===== src/rtl/legv8_pipe_pkg.sv =====
// Shared LEGv8 pipeline definitions: hazard-controller FSM states and the zero register index.
package legv8_pipe_pkg;

  typedef enum logic [1:0] {
    StRun,
    StMemWait,
    StFlushShadow
  } hz_state_e;

  localparam logic [4:0] XZR = 5'd31;

endpackage


===== src/rtl/pipe_hazard_ctrl_if.sv =====
// Bundle between the LEGv8 pipeline datapath (master) and the hazard controller (slave).
interface pipe_hazard_ctrl_if #(
  parameter int unsigned CNT_W = 16
);
  logic             id_ex_memread;
  logic [4:0]       id_ex_rd;
  logic [4:0]       if_id_rn;
  logic [4:0]       if_id_rm;
  logic             ex_mem_branch;
  logic             ex_mem_uncbranch;
  logic             ex_mem_zero;
  logic             ex_mem_memread;
  logic             ex_mem_memwrite;
  logic             dmem_ready;

  logic             pc_write;
  logic             if_id_write;
  logic             id_ex_write;
  logic             ex_mem_write;
  logic             id_ex_bubble;
  logic             mem_wb_bubble;
  logic             if_id_flush;
  logic             id_ex_flush;
  logic             ex_mem_flush;
  logic             pc_src;
  logic             mem_err;
  logic [CNT_W-1:0] stall_cnt;
  logic [CNT_W-1:0] flush_cnt;
  logic [CNT_W-1:0] wait_cnt;

  modport master (
    output id_ex_memread, id_ex_rd, if_id_rn, if_id_rm, ex_mem_branch, ex_mem_uncbranch,
           ex_mem_zero, ex_mem_memread, ex_mem_memwrite, dmem_ready,
    input  pc_write, if_id_write, id_ex_write, ex_mem_write, id_ex_bubble, mem_wb_bubble,
           if_id_flush, id_ex_flush, ex_mem_flush, pc_src, mem_err, stall_cnt, flush_cnt,
           wait_cnt
  );

  modport slave (
    input  id_ex_memread, id_ex_rd, if_id_rn, if_id_rm, ex_mem_branch, ex_mem_uncbranch,
           ex_mem_zero, ex_mem_memread, ex_mem_memwrite, dmem_ready,
    output pc_write, if_id_write, id_ex_write, ex_mem_write, id_ex_bubble, mem_wb_bubble,
           if_id_flush, id_ex_flush, ex_mem_flush, pc_src, mem_err, stall_cnt, flush_cnt,
           wait_cnt
  );

endinterface


===== src/rtl/sat_counter.sv =====
// Saturating up-counter: increments on inc, sticks at all-ones.
module sat_counter #(
  parameter int unsigned W = 16
) (
  input  logic         clock,
  input  logic         reset,
  input  logic         inc,
  output logic [W-1:0] cnt
);

  logic [W-1:0] cnt_q;

  always_ff @(posedge clock or posedge reset) begin
    if (reset) begin
      cnt_q <= '0;
    end else if (inc && (cnt_q != '1)) begin
      cnt_q <= cnt_q + 1'b1;
    end
  end

  assign cnt = cnt_q;

endmodule


===== src/rtl/pipe_hazard_ctrl.sv =====
// LEGv8 pipeline hazard controller: memory waits, branch flushes and load-use stalls.
// Perf counters are built only when PIPE_HAZARD_CTRL_PERF_EN is defined.
module pipe_hazard_ctrl
  import legv8_pipe_pkg::*;
#(
  parameter int unsigned MEM_TIMEOUT = 15,
  parameter int unsigned CNT_W       = 16
) (
  input  logic                clock,
  input  logic                reset,
  pipe_hazard_ctrl_if.slave   hz
);

  localparam int unsigned WaitW = (MEM_TIMEOUT < 1) ? 1 : $clog2(MEM_TIMEOUT + 1);
  localparam logic [WaitW-1:0] TimeoutVal = WaitW'(MEM_TIMEOUT);

  hz_state_e        state_q, state_d;
  logic [WaitW-1:0] wcnt_q, wcnt_d;
  logic             mem_err_q;

  logic taken, load_use, mem_access, timeout, mem_pend, do_flush, do_stall;

  assign taken      = (hz.ex_mem_branch & hz.ex_mem_zero) | hz.ex_mem_uncbranch;
  assign load_use   = hz.id_ex_memread & (hz.id_ex_rd != XZR) &
                      ((hz.id_ex_rd == hz.if_id_rn) | (hz.id_ex_rd == hz.if_id_rm));
  assign mem_access = hz.ex_mem_memread | hz.ex_mem_memwrite;
  // A timed-out access is retired exactly as if dmem_ready had arrived.
  assign timeout    = mem_access & ~hz.dmem_ready & (wcnt_q == TimeoutVal);
  assign mem_pend   = mem_access & ~hz.dmem_ready & ~timeout;
  assign do_flush   = ~mem_pend & taken;
  assign do_stall   = ~mem_pend & ~taken & load_use & (state_q != StFlushShadow);

  always_comb begin
    state_d = StRun;
    wcnt_d  = '0;
    if (mem_pend) begin
      state_d = StMemWait;
      wcnt_d  = wcnt_q + 1'b1;
    end else if (taken) begin
      state_d = StFlushShadow;
    end
  end

  always_ff @(posedge clock or posedge reset) begin
    if (reset) begin
      state_q   <= StRun;
      wcnt_q    <= '0;
      mem_err_q <= 1'b0;
    end else begin
      state_q   <= state_d;
      wcnt_q    <= wcnt_d;
      mem_err_q <= mem_err_q | timeout;
    end
  end

  // Outputs are held at idle values while reset is asserted, whatever the inputs say.
  always_comb begin
    hz.pc_write      = 1'b1;
    hz.if_id_write   = 1'b1;
    hz.id_ex_write   = 1'b1;
    hz.ex_mem_write  = 1'b1;
    hz.id_ex_bubble  = 1'b0;
    hz.mem_wb_bubble = 1'b0;
    hz.if_id_flush   = 1'b0;
    hz.id_ex_flush   = 1'b0;
    hz.ex_mem_flush  = 1'b0;
    hz.pc_src        = 1'b0;
    if (!reset) begin
      if (mem_pend) begin
        hz.pc_write      = 1'b0;
        hz.if_id_write   = 1'b0;
        hz.id_ex_write   = 1'b0;
        hz.ex_mem_write  = 1'b0;
        hz.mem_wb_bubble = 1'b1;
      end else if (do_flush) begin
        hz.pc_src       = 1'b1;
        hz.if_id_flush  = 1'b1;
        hz.id_ex_flush  = 1'b1;
        hz.ex_mem_flush = 1'b1;
      end else if (do_stall) begin
        hz.pc_write     = 1'b0;
        hz.if_id_write  = 1'b0;
        hz.id_ex_bubble = 1'b1;
      end
    end
  end

  assign hz.mem_err = mem_err_q;

`ifdef PIPE_HAZARD_CTRL_PERF_EN
  sat_counter #(.W(CNT_W)) u_stall_cnt (
    .clock (clock),
    .reset (reset),
    .inc   (do_stall),
    .cnt   (hz.stall_cnt)
  );

  sat_counter #(.W(CNT_W)) u_flush_cnt (
    .clock (clock),
    .reset (reset),
    .inc   (do_flush),
    .cnt   (hz.flush_cnt)
  );

  sat_counter #(.W(CNT_W)) u_wait_cnt (
    .clock (clock),
    .reset (reset),
    .inc   (mem_pend),
    .cnt   (hz.wait_cnt)
  );
`else
  assign hz.stall_cnt = '0;
  assign hz.flush_cnt = '0;
  assign hz.wait_cnt  = '0;
`endif

endmodule


===== src/flat_wrapper.sv =====
// flat-port wrapper written by rule: the top's interface ports become plain ports
module pipe_hazard_ctrl_flat import legv8_pipe_pkg::*;
#(
  parameter int unsigned MEM_TIMEOUT = 15,
  parameter int unsigned CNT_W       = 16
)
  (clock, reset, hz_id_ex_memread, hz_id_ex_rd, hz_if_id_rn, hz_if_id_rm, hz_ex_mem_branch, hz_ex_mem_uncbranch, hz_ex_mem_zero, hz_ex_mem_memread, hz_ex_mem_memwrite, hz_dmem_ready, hz_pc_write, hz_if_id_write, hz_id_ex_write, hz_ex_mem_write, hz_id_ex_bubble, hz_mem_wb_bubble, hz_if_id_flush, hz_id_ex_flush, hz_ex_mem_flush, hz_pc_src, hz_mem_err, hz_stall_cnt, hz_flush_cnt, hz_wait_cnt);
  pipe_hazard_ctrl_if #(.CNT_W(CNT_W)) hz_i ();
  input  logic clock;
  input  logic reset;
  input wire logic [$bits(hz_i.id_ex_memread)-1:0] hz_id_ex_memread;
  input wire logic [$bits(hz_i.id_ex_rd)-1:0] hz_id_ex_rd;
  input wire logic [$bits(hz_i.if_id_rn)-1:0] hz_if_id_rn;
  input wire logic [$bits(hz_i.if_id_rm)-1:0] hz_if_id_rm;
  input wire logic [$bits(hz_i.ex_mem_branch)-1:0] hz_ex_mem_branch;
  input wire logic [$bits(hz_i.ex_mem_uncbranch)-1:0] hz_ex_mem_uncbranch;
  input wire logic [$bits(hz_i.ex_mem_zero)-1:0] hz_ex_mem_zero;
  input wire logic [$bits(hz_i.ex_mem_memread)-1:0] hz_ex_mem_memread;
  input wire logic [$bits(hz_i.ex_mem_memwrite)-1:0] hz_ex_mem_memwrite;
  input wire logic [$bits(hz_i.dmem_ready)-1:0] hz_dmem_ready;
  output wire logic [$bits(hz_i.pc_write)-1:0] hz_pc_write;
  output wire logic [$bits(hz_i.if_id_write)-1:0] hz_if_id_write;
  output wire logic [$bits(hz_i.id_ex_write)-1:0] hz_id_ex_write;
  output wire logic [$bits(hz_i.ex_mem_write)-1:0] hz_ex_mem_write;
  output wire logic [$bits(hz_i.id_ex_bubble)-1:0] hz_id_ex_bubble;
  output wire logic [$bits(hz_i.mem_wb_bubble)-1:0] hz_mem_wb_bubble;
  output wire logic [$bits(hz_i.if_id_flush)-1:0] hz_if_id_flush;
  output wire logic [$bits(hz_i.id_ex_flush)-1:0] hz_id_ex_flush;
  output wire logic [$bits(hz_i.ex_mem_flush)-1:0] hz_ex_mem_flush;
  output wire logic [$bits(hz_i.pc_src)-1:0] hz_pc_src;
  output wire logic [$bits(hz_i.mem_err)-1:0] hz_mem_err;
  output wire logic [$bits(hz_i.stall_cnt)-1:0] hz_stall_cnt;
  output wire logic [$bits(hz_i.flush_cnt)-1:0] hz_flush_cnt;
  output wire logic [$bits(hz_i.wait_cnt)-1:0] hz_wait_cnt;
  assign hz_i.id_ex_memread = hz_id_ex_memread;
  assign hz_i.id_ex_rd = hz_id_ex_rd;
  assign hz_i.if_id_rn = hz_if_id_rn;
  assign hz_i.if_id_rm = hz_if_id_rm;
  assign hz_i.ex_mem_branch = hz_ex_mem_branch;
  assign hz_i.ex_mem_uncbranch = hz_ex_mem_uncbranch;
  assign hz_i.ex_mem_zero = hz_ex_mem_zero;
  assign hz_i.ex_mem_memread = hz_ex_mem_memread;
  assign hz_i.ex_mem_memwrite = hz_ex_mem_memwrite;
  assign hz_i.dmem_ready = hz_dmem_ready;
  assign hz_pc_write = hz_i.pc_write;
  assign hz_if_id_write = hz_i.if_id_write;
  assign hz_id_ex_write = hz_i.id_ex_write;
  assign hz_ex_mem_write = hz_i.ex_mem_write;
  assign hz_id_ex_bubble = hz_i.id_ex_bubble;
  assign hz_mem_wb_bubble = hz_i.mem_wb_bubble;
  assign hz_if_id_flush = hz_i.if_id_flush;
  assign hz_id_ex_flush = hz_i.id_ex_flush;
  assign hz_ex_mem_flush = hz_i.ex_mem_flush;
  assign hz_pc_src = hz_i.pc_src;
  assign hz_mem_err = hz_i.mem_err;
  assign hz_stall_cnt = hz_i.stall_cnt;
  assign hz_flush_cnt = hz_i.flush_cnt;
  assign hz_wait_cnt = hz_i.wait_cnt;
  pipe_hazard_ctrl #(.MEM_TIMEOUT(MEM_TIMEOUT), .CNT_W(CNT_W)) u_core (.clock(clock), .reset(reset), .hz(hz_i));
endmodule

===== config.mk =====
export PLATFORM = sky130hd
export DESIGN_NAME = pipe_hazard_ctrl_flat
export DESIGN_NICKNAME = d
export VERILOG_FILES = /design/src/rtl/legv8_pipe_pkg.sv /design/src/rtl/pipe_hazard_ctrl_if.sv /design/src/rtl/sat_counter.sv /design/src/rtl/pipe_hazard_ctrl.sv /design/src/flat_wrapper.sv
export SDC_FILE = /design/constraint.sdc
export NUM_CORES = 1
export LEC_CHECK = 0
export ABC_AREA = 1
export BUFFER_PORTS_ARGS = -buffer_cell sky130_fd_sc_hd__buf_2
export CAP_MARGIN = 20
export CELL_PAD_IN_SITES_DETAIL_PLACEMENT = 1
export CELL_PAD_IN_SITES_GLOBAL_PLACEMENT = 1
export CORE_AREA = 2 2 67 69
export DETAILED_ROUTE_END_ITERATION = 7
export DIE_AREA = 0 0 69 71
export GPL_TIMING_DRIVEN = 0
export PLACE_DENSITY_LB_ADDON = 0.1
export SETUP_SLACK_MARGIN = 0.4
export SKIP_LAST_GASP = 1
export SLEW_MARGIN = 10
export SYNTH_ARGS = -nofsm -noshare
export SYNTH_HDL_FRONTEND = slang
export SYNTH_SLANG_ARGS = --single-unit

===== constraint.sdc =====
create_clock -name clock -period 1.55 [get_ports clock]
set_input_delay 0.0775 -clock clock [delete_from_list [all_inputs] [get_ports clock]]
set_output_delay 0.0775 -clock clock [all_outputs]
set_load 0.1 [all_outputs]

==> results of run 1 <==
## layout by cell type (no fill, tap or decap)
| master | netlist | layout |
|---|---|---|
| a21oi_1 | 4 | 3 |
| a21oi_2 | 0 | 1 |
| and2_4 | 0 | 1 |
| buf_12 | 0 | 10 |
| buf_2 | 0 | 24 |
| buf_4 | 53 | 56 |
| buf_6 | 0 | 5 |
| buf_8 | 0 | 1 |
| clkbuf_1 | 0 | 1 |
| clkbuf_8 | 0 | 3 |
| conb_1 | 1 | 48 |
| dfrtp_1 | 7 | 6 |
| dfrtp_2 | 0 | 1 |
| dlygate4sd3_1 | 0 | 1 |
| ha_2 | 0 | 1 |
| inv_1 | 15 | 15 |
| inv_2 | 3 | 3 |
| nand2_1 | 23 | 23 |
| nand2_4 | 0 | 1 |
| nand3_1 | 4 | 4 |
| nor2_1 | 16 | 13 |
| nor2_2 | 2 | 3 |
| nor2_4 | 1 | 3 |
| nor3_4 | 0 | 1 |
| nor3b_1 | 1 | 1 |
| o21ai_0 | 1 | 1 |
| o21bai_4 | 1 | 1 |
| o31ai_1 | 1 | 1 |
| xnor2_1 | 2 | 2 |
## metrics by stage
| step | cell area, um2 | worst slack, ps | setup TNS [ps] |
|---|---|---|---|
| 2_1_floorplan | 1170 | -993 | -4750 |
| 3_3_place_gp | 1410 | -246 | -1520 |
| 3_5_place_dp | 1410 | -268 | -1710 |
| 4_1_cts | 1650 | -171 | -1220 |
| 5_1_grt | 1700 | -278 | -2240 |
| 6_report | 1700 | -168 | -1110 |
## what timing repair did
action	CTS	global route
endpoints found under the setup margin	13	16
resized for setup	38	7
endpoints found under the hold margin	7	0
pin swaps	6	0
cloned	0	0
hold buffers	1	0
buffers inserted	6	3
## logic make-up after synthesis
logic type	Yosys count	synth area share, %
buffers and inverters	71	49.5
AND/OR/NAND/NOR	50	22.9
AO/OA/AOI/OAI	7	5.45
flip-flops	7	18.6
XOR/XNOR	2	1.86
adder cells (fa/ha/maj)	1	1.33
other	1	0.399
## layout make-up
| cell class | count | share of cell area (%) |
|---|---|---|
| Buffer | 53 | 25.2 |
| Sequential cell | 7 | 10.4 |
| Clock buffer | 4 | 2.66 |
| Tap cell | 52 | 3.84 |
| Timing Repair Buffer | 44 | 23.3 |
| Multi-Input combinational cell | 108 | 30.6 |
| Inverter | 18 | 3.99 |
## where the power goes
part	internal [mW]	total [mW]	switching (mW)	leakage (nW)
Combinational	0.222	0.935	0.713	0.922
Clock	0.177	0.248	0.0712	0.0228
Sequential	0.192	0.196	0.00391	0.0871
## worst min-delay path: cells and delay by family
kind | cells | cell delay (ps)
and+or+nand+nor | 1 | 50
buffers and inverters | 1 | 70
AOI/OAI and AO/OA | 1 | 130
## flip-flops by register name, indices dropped and copies added, names as in the netlist
name,cells
u_core.hz.mem_err,1
u_core.wcnt_q,4
u_core.state_q,2
## layer usage
metal  up-vias  routed length (um)  track usage, %
li1        502                   -               -
met1       445                 747            8.84
met2        32                1400            19.1
met3         4                 165            2.56
met4         0                  14            2.61
met5         -                   0               0
## path summary, 6_finish.rpt
check                           cells past startpoint                 to  slack, ps
worst min register to register                      2  u_core.hz.mem_err        480
worst max register to register                      8  u_core.state_q[1]        260
max in group asynchronous                           3  u_core.hz.mem_err        880
worst max-delay path                                9     hz_id_ex_flush       -170
worst min-delay path                                3   u_core.wcnt_q[2]        150
min in group asynchronous                           3   u_core.wcnt_q[0]        410
==> flow_summary.yaml, run 1 <==
outcome:
  status: "finished, violations left"
  violations: "setup timing"
cts:
  clockBufferDepth: 2
  cts_tree: "yes"
  clockRootBuffer: "clkbuf_8"
  clock_latency_ps: 220
  clock-sinks: 7
  clk_pin_slew_ps: 40
  cts_buffers: 3
  htreeDepth: 1
routing:
  dr.pass1.iters: 4
  wl_um: 2330
  drt-vias-per-instance: 3.44
  drt.antenna.violating_nets: 0
  wl_per_cell_um: 8.15
  vias: 983
  drc: 0
  initialDrtViolationCount: 13
critical_path:
  slowest_stage: "dfrtp_1"
  crit_path_max_incr_delay_ps: 340
  critPathLaunchType: "register"
  path_class: "register to output port"
  worstSetupStartpoint: "u_core.wcnt_q[0]"
  critPathBufInv: 4
  r2r_start: "u_core.wcnt_q[0]"
  path_delay_family: "buffers and inverters"
  crit_path_frequent_cell: "buf_6"
  worstPathRequired_ps: 1470
  cp-end-kind: "output port"
  path_max_fanout: 4
  cp_data_arrival_time_ps: 1640
  path_cells: "ha_2 > nand2_4 > nor2_4 > nor2_4 > buf_6 > nor3_4 > buf_6 > buf_6 > buf_12"
synthesis:
  synth_ff_type: "dfrtp_1"
  yosys-top-cells-count: "buf_4, nand2_1, nor2_1, inv_1, dfrtp_1"
  synth-seq-cells: 7
  async_flop_share_pct: 100
  synth_seq_area_share_pct: 18.6
  synth_cell_types: 20
  avgSynthCellArea_um2: 6.77
  yosysMostFrequentCell: "buf_4"
  synth_top_cell_by_area: "buf_4"
  synth_edf_count: 0
  synth_cells: 139
  ys_warn_count: 0
  synth.top_cells.by_area: "buf_4, dfrtp_1, nand2_1"
  syn_area_um2: 941
  synth_top_area_share_pct: 42.3
timing:
  clock_skew_ps: 0.750
  max_freq_mhz: 582
  rsz0062_at_grt: "true"
  finalCriticalPeriod_ps: 1720
  period_share_pct: 111
  drv_slew: 0
  whs_ps: 151
  hold_viol_final: 0
  setup_slack_ps: -168
  finalSetupViolCount: 9
cells_and_area:
  fin_cells: 286
  nets: 260
  fin_util_pct: 40.3
  regArea_um2: 176
  syn2layout_area_growth_pct: 80.2
  multi_input_area_um2: 519
  diodes: 0
  drive_gt1_share_pct: 49.1
  fillers: 559
power_and_ir_drop:
  p_leak_nw: 1.03
  power_mw: 1.38
  power_density_nw_per_um2: 813
  ir_drop_v: 0.000264
floorplan:
  die_w_um: 69
  start_util_pct: 22.4
  io_pins: 83
  coreArea_um2: 4200
  die_h_um: 71
  rows: 24
  die_area_um2: 4900
place:
  dpl.cell_count: 272
  portBuffers: 34
  dp_hpwl_um: 2000
  gp_congestion: 0.658
global_route:
  first_global_vias: 943
  grt_max_degree: 8
  grt_pass1_wl_um: 3760
  grt_overflow: 0
  grt_antenna_before_repair: 0
  grt_usage_pct: 9.28
job:
  cap_violations: 0
min_path:
  hold_class: "input pin to register"
  min_from: "hz_dmem_ready"
No activity file was read; power rests on OpenSTA's default activity.
==> run 2, diff against run 1 <==
Settings changed: RECOVER_POWER from default to 100.
==> flow_summary.yaml, run 2 (same netlist as run 1, synthesis figures left out) <==
timing:
  finalSetupViolCount: 9
  relSlewSlack_pct: 64.3
  rsz0062_at_grt: "true"
  hold_viol_final: 0
  fin_setup_tns_ps: -1090
  tightest_slew_ps: 538
  drv_slew: 0
  max_freq_mhz: 582
  period_share_pct: 111
  clock_skew_ps: 0.713
  finalCriticalPeriod_ps: 1720
  setup_slack_ps: -168
critical_path:
  r2r_start: "u_core.wcnt_q[0]"
  critPathLaunchType: "register"
  worstSetupStartpoint: "u_core.wcnt_q[0]"
  cp-end-kind: "output port"
  cp_data_arrival_time_ps: 1640
  path_max_fanout: 4
  rr_worst_depth: 8
  path_class: "register to output port"
  worstPathRequired_ps: 1470
cells_and_area:
  fillers: 560
  syn2layout_area_growth_pct: 79.3
  fin_cells: 286
  top_register: "u_core.wcnt_q"
  regArea_um2: 176
  largest_reg_flops: 4
  layout_common_cells: "buf_4, conb_1, nand2_1"
  multi_input_area_um2: 519
  nets: 260
  diodes: 0
  final_common_cell: "buf_4"
  drive_gt1_share_pct: 47.9
  fin_util_pct: 40.1
cts:
  clockBufferDepth: 2
  clock-sinks: 7
  htreeDepth: 1
  clockRootBuffer: "clkbuf_8"
  cts_tree: "yes"
  clock_latency_ps: 220
  cts_buffers: 3
  clk_pin_slew_ps: 40
power_and_ir_drop:
  power_mw: 1.38
  p_leak_nw: 1.03
  power_density_nw_per_um2: 816
  ir_drop_v: 0.000264
routing:
  wl_per_cell_um: 8.16
  drc: 0
  dr.pass1.iters: 4
  drt.antenna.violating_nets: 0
  drt-vias-per-instance: 3.44
  vias: 983
  initialDrtViolationCount: 12
  wl_um: 2340
min_path:
  hold_class: "input pin to register"
  whs_path_depth: 3
  min_from: "hz_dmem_ready"
floorplan:
  io_pins: 83
  die_h_um: 71
  coreArea_um2: 4200
  start_util_pct: 22.4
  die_w_um: 69
  die_area_um2: 4900
  rows: 24
outcome:
  status: "finished, violations left"
  violations: "setup timing"
place:
  gp_congestion: 0.658
  dp_hpwl_um: 2000
  portBuffers: 34
  dpl.cell_count: 272
global_route:
  first_global_vias: 943
  grt_pass1_wl_um: 3760
  grt_max_degree: 8
  grt_antenna_before_repair: 0
  grt_overflow: 0
  grt_usage_pct: 9.28
job:
  cap_violations: 0
==> run 2: metrics by stage <==
stage | area [um2] | hold slack [ps] | worst slack, ps
after floorplan | 1170 | -153 | -993
after global placement | 1410 | 28.1 | -246
after detailed placement | 1410 | 36.6 | -268
after CTS | 1650 | 146 | -171
after global routing | 1690 | 154 | -278
final | 1690 | 150 | -168
==> run 2: cell type report <==
class                           count  area share [%]
Timing Repair Buffer               44            22.9
Buffer                             53            25.3
Tap cell                           52            3.86
Inverter                           18            4.01
Multi-Input combinational cell    108            30.8
Sequential cell                     7            10.5
Clock buffer                        4            2.67
==> run 2: what timing repair did <==
| action | in CTS | in global routing |
|---|---|---|
| setup buffers | 6 | 3 |
| pin swaps | 6 | 0 |
| setup endpoints to repair | 13 | 16 |
| hold endpoints to repair | 7 | 0 |
| hold buffers | 1 | 0 |
| resized for setup | 38 | 7 |
==> run 2: worst max-delay path, stage by stage, from the launching register on <==
cell	delay [ps]
dfrtp_1	340
ha_2	210
nand2_4	60
nor2_4	100
nor2_4	50
buf_6	120
nor3_4	110
buf_6	160
buf_6	110
buf_12	160
==> run 2: final timing paths <==
path,to,slack [ps]
min in group asynchronous,u_core.wcnt_q[0],470
min,u_core.wcnt_q[2],150
min reg2reg,u_core.hz.mem_err,490
max reg2reg,u_core.state_q[1],260
max in group asynchronous,u_core.hz.mem_err,820
max,hz_id_ex_flush,-170
==> run 2: per-layer routing <==
metal  vias to the layer above  global-route usage [%]  part of all wire [%]
met5                         -                       0                     0
met4                         0                    2.61                  0.60
met3                         4                    2.56                   7.1
met2                        32                    19.1                    60
met1                       445                    8.84                    32
li1                        502                       -                     -
==> run 2: where the power goes <==
part | switching, mW | internal, mW
logic | 0.713 | 0.219
clock network | 0.0716 | 0.177
registers | 0.00391 | 0.192
total | 0.788 | 0.588
